--- src/rtl/complex_fsm_pkg.sv ---
// rtl/complex_fsm_pkg.sv - state encodings for the cola vending controller
package complex_fsm_pkg;

    localparam logic [4:0] IDLE     = 5'b00001;
    localparam logic [4:0] HALF     = 5'b00010;
    localparam logic [4:0] ONE      = 5'b00100;
    localparam logic [4:0] ONE_HALF = 5'b01000;
    localparam logic [4:0] TWO      = 5'b10000;

    localparam logic [1:0] COIN_NONE = 2'b00;
    localparam logic [1:0] COIN_HALF = 2'b01;
    localparam logic [1:0] COIN_ONE  = 2'b10;

endpackage

--- src/rtl/complex_fsm.sv ---
// rtl/complex_fsm.sv - one-hot Moore vending controller, cola at 2.5 units
module complex_fsm
    import complex_fsm_pkg::*;
(
    input  logic sys_clk,
    input  logic sys_rst,
    input  logic pi_money_one,
    input  logic pi_money_half,
    output logic po_cola,
    output logic po_money
);

    logic [4:0] state;
    logic [1:0] pi_money;
    logic [4:0] w_next_state;
    logic       w_cola;
    logic       w_money;

    assign pi_money = {pi_money_one, pi_money_half};

    // Simultaneous coins (2'b11) fall through to the hold path like 2'b00.
    always_comb begin
        w_next_state = state;
        w_cola       = 1'b0;
        w_money      = 1'b0;
        case (state)
            IDLE: begin
                if (pi_money == COIN_HALF)     w_next_state = HALF;
                else if (pi_money == COIN_ONE) w_next_state = ONE;
            end
            HALF: begin
                if (pi_money == COIN_HALF)     w_next_state = ONE;
                else if (pi_money == COIN_ONE) w_next_state = ONE_HALF;
            end
            ONE: begin
                if (pi_money == COIN_HALF)     w_next_state = ONE_HALF;
                else if (pi_money == COIN_ONE) w_next_state = TWO;
            end
            ONE_HALF: begin
                if (pi_money == COIN_HALF) begin
                    w_next_state = TWO;
                end else if (pi_money == COIN_ONE) begin
                    w_next_state = IDLE;
                    w_cola       = 1'b1;
                end
            end
            TWO: begin
                if (pi_money == COIN_HALF) begin
                    w_next_state = IDLE;
                    w_cola       = 1'b1;
                end else if (pi_money == COIN_ONE) begin
                    w_next_state = IDLE;
                    w_cola       = 1'b1;
                    w_money      = 1'b1;
                end
            end
            default: begin
                w_next_state = IDLE;
            end
        endcase
    end

    always_ff @(posedge sys_clk) begin
        if (sys_rst) begin
            state    <= IDLE;
            po_cola  <= 1'b0;
            po_money <= 1'b0;
        end else begin
            state    <= w_next_state;
            po_cola  <= w_cola;
            po_money <= w_money;
        end
    end

endmodule

--- config.mk ---
export PLATFORM = sky130hd
export DESIGN_NAME = complex_fsm
export DESIGN_NICKNAME = d
export VERILOG_FILES = /design/src/rtl/complex_fsm_pkg.sv /design/src/rtl/complex_fsm.sv
export SDC_FILE = /design/constraint.sdc
export NUM_CORES = 1
export LEC_CHECK = 0
export BUFFER_PORTS_ARGS = -buffer_cell sky130_fd_sc_hd__buf_2
export CORE_AREA = 10 10 47 49
export CTS_CLUSTER_DIAMETER = 40
export DETAILED_ROUTE_END_ITERATION = 7
export DIE_AREA = 0 0 57 59
export PLACE_DENSITY = 0.58
export RECOVER_POWER = 50
export SYNTH_ARGS = -nofsm -noshare
export SYNTH_HDL_FRONTEND = slang
export SYNTH_SLANG_ARGS = --single-unit
--- constraint.sdc ---
create_clock -name sys_clk -period 3.8 [get_ports sys_clk]
set_clock_uncertainty 0.2 [all_clocks]
set_input_delay 0.19 -clock sys_clk [delete_from_list [all_inputs] [get_ports sys_clk]]
set_output_delay 0.19 -clock sys_clk [all_outputs]
set_load 0.03 [all_outputs]
==> metrics.log, run 1 <==
[metrics] run status: finished clean
[metrics] post-synthesis instance total: 68
[metrics] overall via count from detail_route: 537
[metrics] Setup crit start kind: flop
[metrics] largest cells by area after synthesis: sky130_fd_sc_hd__dfxtp_1, sky130_fd_sc_hd__nor2_1, sky130_fd_sc_hd__ha_1
[metrics] Worst Hold Margin: 261 ps
[metrics] Core Footprint: 1400 um2
[metrics] CTS tree: yes
[metrics] number of buffers on the longest clock path: 2
[metrics] Layout Area Growth over Synthesis: 11.4%
[metrics] via count of the first global-routing pass: 448
[metrics] crit share post-route: 54.1%
[metrics] GRT Util Overall: 6.97%
[metrics] post-cts resize count: 0
[metrics] area of the mapped netlist: 517 um2
[metrics] number of slew-limit violations in the final report: 0
[metrics] worst skew pair latency: 250 ps
[metrics] aggregate negative setup slack: 0 ps
[metrics] 1st-pass router iterations: 4
[metrics] CTS root buf: sky130_fd_sc_hd__clkbuf_4
[metrics] row count: 14
[metrics] fraction of power consumed by sequential logic: 44.1%
[metrics] Setup crit end kind: flop
[metrics] final critical path time including I/O delays and setup: 2060 ps
[metrics] proportion of synthesized flip-flops having asynchronous set or reset: 0%
[metrics] power dissipated by switching net loads: 65.5 uW
[metrics] Leakage: 0.000206 uW
[metrics] Hold Path Class: input port to flop
[metrics] largest net degree at the start of global routing: 14
[metrics] MaxCap Viol Count: 0
[metrics] placed wire-length estimate after detailed placement: 840 um
[metrics] Die Footprint: 3360 um2
[metrics] maximum net fanout on the critical path: 13
[metrics] post-synthesis area per instance: 7.60 um2
[metrics] multiplexer share of the synthesized area: 0%
[metrics] post-route ant nets: 0
[metrics] commonest cells after routing, fill and taps aside: sky130_fd_sc_hd__nor2_1, sky130_fd_sc_hd__dfxtp_1, sky130_fd_sc_hd__inv_1
[metrics] xor and xnor area share after synthesis: 1.69%
[metrics] worst endpoint required time: 3760 ps
[metrics] fraction of synthesized cell area taken by the top area cell type: 27.1%
[metrics] global route overflow: 0
[metrics] wire length per cell: 13.2 um
[metrics] sequential-to-total area share from yosys stat: 27.1%
[metrics] syn nets: 74
[metrics] ys flop type: sky130_fd_sc_hd__dfxtp_1
[metrics] simple-gate share of the synthesized area: 31.5%
[metrics] effective utilization at floorplan: 36.9%
[metrics] I/O pin count: 6
[metrics] count of warnings emitted by yosys: 0
[metrics] leading area contributor after synthesis: sky130_fd_sc_hd__dfxtp_1
[metrics] post-synthesis share of cell area spent on full adders, half adders and majority gates: 4.84%
[metrics] Max Clk Rate: 486 MHz
[metrics] H-tree depth: 1
[metrics] Power Internal: 140 uW
[metrics] post-CTS clock slew at the launch and capture registers of the worst setup and hold paths: 50 ps
[metrics] die span in x: 57 um
[metrics] global placement routability congestion: 0.752
[metrics] proportion of power drawn by combinational gates: 23.5%
[metrics] combinational family with the most area after synthesis: simple AND/OR/NAND/NOR gates
[metrics] first-pass GRT wire length: 1.89 mm
[metrics] transition at the pin with the smallest max-transition slack: 466 ps
[metrics] start-to-end type of the worst setup path: flop to flop
[metrics] Port Buf Inserts: 5
[metrics] DR DRC count: 0
[metrics] most frequent standard cell in the layout excluding fill and tap cells: sky130_fd_sc_hd__nor2_1
[metrics] number of distinct library cell variants in the gate-level netlist after synthesis: 33
[metrics] Total Routed Length: 1.18 mm
[metrics] count of state elements after synthesis: 7
[metrics] Total Nets Final: 81
[metrics] RSZ-0062 raised after global routing: false
[metrics] Chip Height: 59 um
[metrics] power per cell area: 357 nW/um2
[metrics] Antenna Diode Count: 0
[metrics] via density per instance: 5.97
[metrics] peak supply drop: 0.247 mV
[metrics] count of final hold-check violations: 0
[metrics] Iteration-0 DRC Markers: 19
[metrics] layout cell share with drive strength beyond 1: 9.46%
[metrics] post-synthesis compound-gate area fraction: 28.1%
[metrics] final count of negative-setup-slack endpoints: 0
[metrics] number of flops mapped to enable cells by yosys: 0
[metrics] Worst slew margin: 68.7%
[metrics] switching share of total power: 31.9%
[metrics] number of antenna violations at the first check in global routing: 0
[metrics] power share of the clock group: 32.4%
[metrics] number of CTS-inserted buffers: 3
[metrics] worst endpoint data arrival time: 2020 ps
[metrics] number of clock sinks seen by CTS: 7
==> kinds of logic after synthesis <==
logic type      after synthesis
simple gates                 29
fa+ha+maj                     2
compound gates               20
xor+xnor                      1
buf+inv                       9
flops                         7
==> timing repair <==
item,4_1_cts,5_1_grt
hold buffers,1,0
setup buffers,0,0
hold endpoints to repair,3,0
==> power by group through the flow <==
stage          registers [uW]  clock network [uW]  logic [uW]
6_report                 90.7                66.6        48.4
2_1_floorplan            81.5                   0        46.8
3_5_place_dp             91.7                   0        46.5
3_3_place_gp             91.9                   0        48.0
5_1_grt                  91.7                76.0        53.9
4_1_cts                  90.2                69.8        47.6
==> path summary, 6_finish.rpt <==
| path | cells past startpoint | startpoint | endpoint | slack [ps] |
|---|---|---|---|---|
| hold / removal | 4 | pi_money_one | po_cola$_SDFF_PP0_ | 260 |
| hold reg to reg | 1 | state[0]$_SDFFE_PP1P_ | po_money$_SDFF_PP0_ | 480 |
| setup / recovery | 4 | state[2]$_SDFFE_PP0P_ | state[2]$_SDFFE_PP0P_ | 1740 |
| setup reg to reg | 4 | state[2]$_SDFFE_PP0P_ | state[2]$_SDFFE_PP0P_ | 1740 |
==> synthesized netlist by cell type, types with 2 or more instances <==
cell                       number
sky130_fd_sc_hd__a31oi_1        2
sky130_fd_sc_hd__o21ai_0        3
sky130_fd_sc_hd__and3_1         3
sky130_fd_sc_hd__nor3_1         3
sky130_fd_sc_hd__nor2_1         8
sky130_fd_sc_hd__a21oi_1        3
sky130_fd_sc_hd__dfxtp_1        7
sky130_fd_sc_hd__clkbuf_1       2
sky130_fd_sc_hd__inv_1          5
sky130_fd_sc_hd__ha_1           2
sky130_fd_sc_hd__nor3b_1        3
sky130_fd_sc_hd__a211oi_1       2
sky130_fd_sc_hd__o211ai_1       2
sky130_fd_sc_hd__nand2_1        4
==> flip-flops by register name, summed over array words and instances, names as in the netlist <==
register and cells:
po_money 1, po_cola 1, state 5
==> stage by stage <==
stage | worst slack, ps | util, % | instance area [um2] | instances | total power, uW
2_1_floorplan | 1980 | - | 517 | 68 | 128
3_3_place_gp | 1790 | 38.9 | 546 | 85 | 140
3_5_place_dp | 1810 | 38.9 | 546 | 85 | 138
4_1_cts | 1790 | 41.5 | 582 | 90 | 208
5_1_grt | 1630 | 41.1 | 576 | 90 | 222
6_report | 1740 | 41.1 | 576 | 90 | 206
==> critical path, cell delays in order (launching register included) <==
cell and delay [ps]:
sky130_fd_sc_hd__dfxtp_1 430, sky130_fd_sc_hd__or4b_1 620, sky130_fd_sc_hd__o41a_1 140, sky130_fd_sc_hd__a221o_1 360
sky130_fd_sc_hd__a311oi_1 210
==> metal layers <==
layer	up-vias	global-route usage [%]	routed length, um
met1	249	7.39	537
met5	-	0	0
li1	267	-	-
met4	0	2.35	0
met2	21	11.0	554
met3	0	4.51	91
==> layout make-up <==
cell class / instances / area [um2]
fillers: 144 / 826
multi-input cells: 52 / 338
flip-flops and latches: 7 / 140
repair buffers: 6 / 32.5
clock buffers: 4 / 26.3
well taps: 16 / 20.0
inverters: 5 / 18.8
No activity file was read; power rests on OpenSTA's default activity.
==> run 2: changes to the inputs <==
==> constraint.sdc (replaced) <==
create_clock -name sys_clk -period 1.9 [get_ports sys_clk]
set_clock_uncertainty 0.2 [all_clocks]
set_input_delay 0.095 -clock sys_clk [delete_from_list [all_inputs] [get_ports sys_clk]]
set_output_delay 0.095 -clock sys_clk [all_outputs]
set_load 0.03 [all_outputs]
==> metrics.log, run 2 (synthesis gave the netlist of run 1 again) <==
[metrics] run status: finished clean
[metrics] PnR worst setup slack: 20.0 ps
[metrics] maximum net fanout on the critical path: 3
[metrics] hold path start: pi_money_one
[metrics] start-to-end type of the worst setup path: flop to flop
[metrics] Iteration-0 DRC Markers: 13
[metrics] Core Footprint: 1400 um2
[metrics] MaxCap Viol Count: 0
[metrics] final critical path time including I/O delays and setup: 1880 ps
[metrics] worst endpoint data arrival time: 1840 ps
[metrics] proportion of power drawn by combinational gates: 31.1%
[metrics] launch point of the worst path: state[2]$_SDFFE_PP0P_
[metrics] RSZ-0062 raised after global routing: true
[metrics] first-pass GRT wire length: 2.09 mm
[metrics] H-tree depth: 1
[metrics] Setup crit start kind: flop
[metrics] CP max stage cell: sky130_fd_sc_hd__or4b_4
[metrics] commonest cells after routing, fill and taps aside: sky130_fd_sc_hd__buf_4, sky130_fd_sc_hd__nor2_1, sky130_fd_sc_hd__dfxtp_1
[metrics] number of buffers on the longest clock path: 2
[metrics] effective utilization at floorplan: 36.9%
[metrics] placed wire-length estimate after detailed placement: 981 um
[metrics] number of slew-limit violations in the final report: 0
[metrics] Top Registers: state x5, po_cola x1, po_money x1
[metrics] wire length per cell: 13.4 um
[metrics] number of antenna violations at the first check in global routing: 0
[metrics] largest net degree at the start of global routing: 13
[metrics] number of CTS-inserted buffers: 3
[metrics] CTS tree: yes
[metrics] Reg-to-Reg Start: state[2]$_SDFFE_PP0P_
[metrics] overall via count from detail_route: 548
[metrics] switching share of total power: 31.9%
[metrics] Worst Setup Slack post-DPL: 34.0 ps
[metrics] global placement routability congestion: 0.858
[metrics] most frequent standard cell in the layout excluding fill and tap cells: sky130_fd_sc_hd__buf_4
[metrics] number of clock sinks seen by CTS: 7
[metrics] row count: 14
[metrics] Hold Path Class: input port to flop
[metrics] Critical Path, Cell by Cell: or4b_4 -> o41a_1 -> a221o_1 -> a311oi_1
[metrics] final count of negative-setup-slack endpoints: 0
[metrics] Total Routed Length: 1.33 mm
[metrics] Chip Height: 59 um
[metrics] via density per instance: 5.54
[metrics] Crit path largest cell delay: 540 ps
[metrics] power share of the clock group: 31.0%
[metrics] worst skew pair latency: 250 ps
[metrics] fraction of power consumed by sequential logic: 37.9%
[metrics] multi-input logic area: 347 um2
[metrics] die span in x: 57 um
[metrics] post-route ant nets: 0
[metrics] Die Footprint: 3360 um2
[metrics] Antenna Diode Count: 0
[metrics] via count of the first global-routing pass: 462
[metrics] transition at the pin with the smallest max-transition slack: 480 ps
[metrics] count of final hold-check violations: 0
[metrics] total power draw: 435 uW
[metrics] DR DRC count: 0
[metrics] max reg flops: 5
[metrics] family with the most delay on the worst path: compound AO/OA/AOI/OAI gates
[metrics] crit share post-route: 98.9%
[metrics] sequential cell area in the final layout: 140 um2
[metrics] Max Clk Rate: 532 MHz
[metrics] Worst slew margin: 67.7%
[metrics] Leakage: 0.000254 uW
[metrics] layout cell share with drive strength beyond 1: 21.7%
[metrics] Filler Cell Count: 150
[metrics] Total Nets Final: 90
[metrics] Worst Hold Margin: 171 ps
[metrics] aggregate negative setup slack: 0 ps
[metrics] Layout Area Growth over Synthesis: 26.1%
[metrics] peak supply drop: 0.263 mV
[metrics] power per cell area: 667 nW/um2
[metrics] Power Internal: 296 uW
[metrics] GRT Util Overall: 7.61%
[metrics] 1st-pass router iterations: 4
[metrics] global route overflow: 0
[metrics] CTS root buf: sky130_fd_sc_hd__clkbuf_4
[metrics] Port Buf Inserts: 5
[metrics] buffer and inverter count on the worst path: 0
[metrics] worst endpoint required time: 1860 ps
[metrics] Biggest register: state
[metrics] Setup crit end kind: flop
[metrics] I/O pin count: 6
[metrics] post-CTS clock slew at the launch and capture registers of the worst setup and hold paths: 50 ps
[metrics] power dissipated by switching net loads: 138 uW
## run 2: cell types whose count changed in the layout (fill, tap and decap cells not counted)
cell | before | now
sky130_fd_sc_hd__or4b_4 | 0 | 1
sky130_fd_sc_hd__a211oi_1 | 2 | 1
sky130_fd_sc_hd__buf_4 | 0 | 9
sky130_fd_sc_hd__a211oi_2 | 0 | 1
sky130_fd_sc_hd__or4b_1 | 1 | 0
## run 2: repair_timing
item                                   CTS  global route
setup buffers                            0             1
endpoints found under the hold margin    7             0
setup endpoints to repair                0             3
gates resized for setup                  0             1
hold buffers                             1             0
## run 2: worst reg2reg max path: stages (launching register included)
cell                       delay, ps
sky130_fd_sc_hd__dfxtp_1         310
sky130_fd_sc_hd__or4b_4          540
sky130_fd_sc_hd__o41a_1          130
sky130_fd_sc_hd__a221o_1         350
sky130_fd_sc_hd__a311oi_1        260
## run 2: cell type report
class	count	area share, %
flip-flops and latches	7	21.5
inverters	5	2.88
repair buffers	15	15.4
multi-input cells	52	53.2
well taps	16	3.07
clock buffers	4	4.03
## run 2: layer usage
layer	up-vias	global-route usage, %	part of all wire, %	wire [um]
li1	286	-	-	-
met1	252	9.05	48	642
met2	10	11.9	47	626
met3	0	3.65	4.6	61
met4	0	2.01	0	0
met5	-	0	0	0
## run 2: power by group through the flow
stage                     clock [uW]  combinational [uW]  sequential [uW]
after floorplan                    0                93.7              163
after global placement             0                 130              168
after detailed placement           0                 129              168
after CTS                        139                 131              165
after global routing             156                 149              166
final                            135                 135              165
## run 2: worst paths after layout
path	end	slack, ps	cells past startpoint
setup / recovery	state[2]$_SDFFE_PP0P_	20	4
hold / removal	po_cola$_SDFF_PP0_	170	4
setup reg to reg	state[2]$_SDFFE_PP0P_	20	4
hold reg to reg	state[0]$_SDFFE_PP1P_	430	2
## run 2: through the flow
step                instances  utilization (%)  cell area [um2]
floorplan                  68                -              517
global placement           93             43.2              606
detailed placement         93             43.2              606
CTS                        98             45.8              642
global route               99             46.5              652
finish                     99             46.5              652
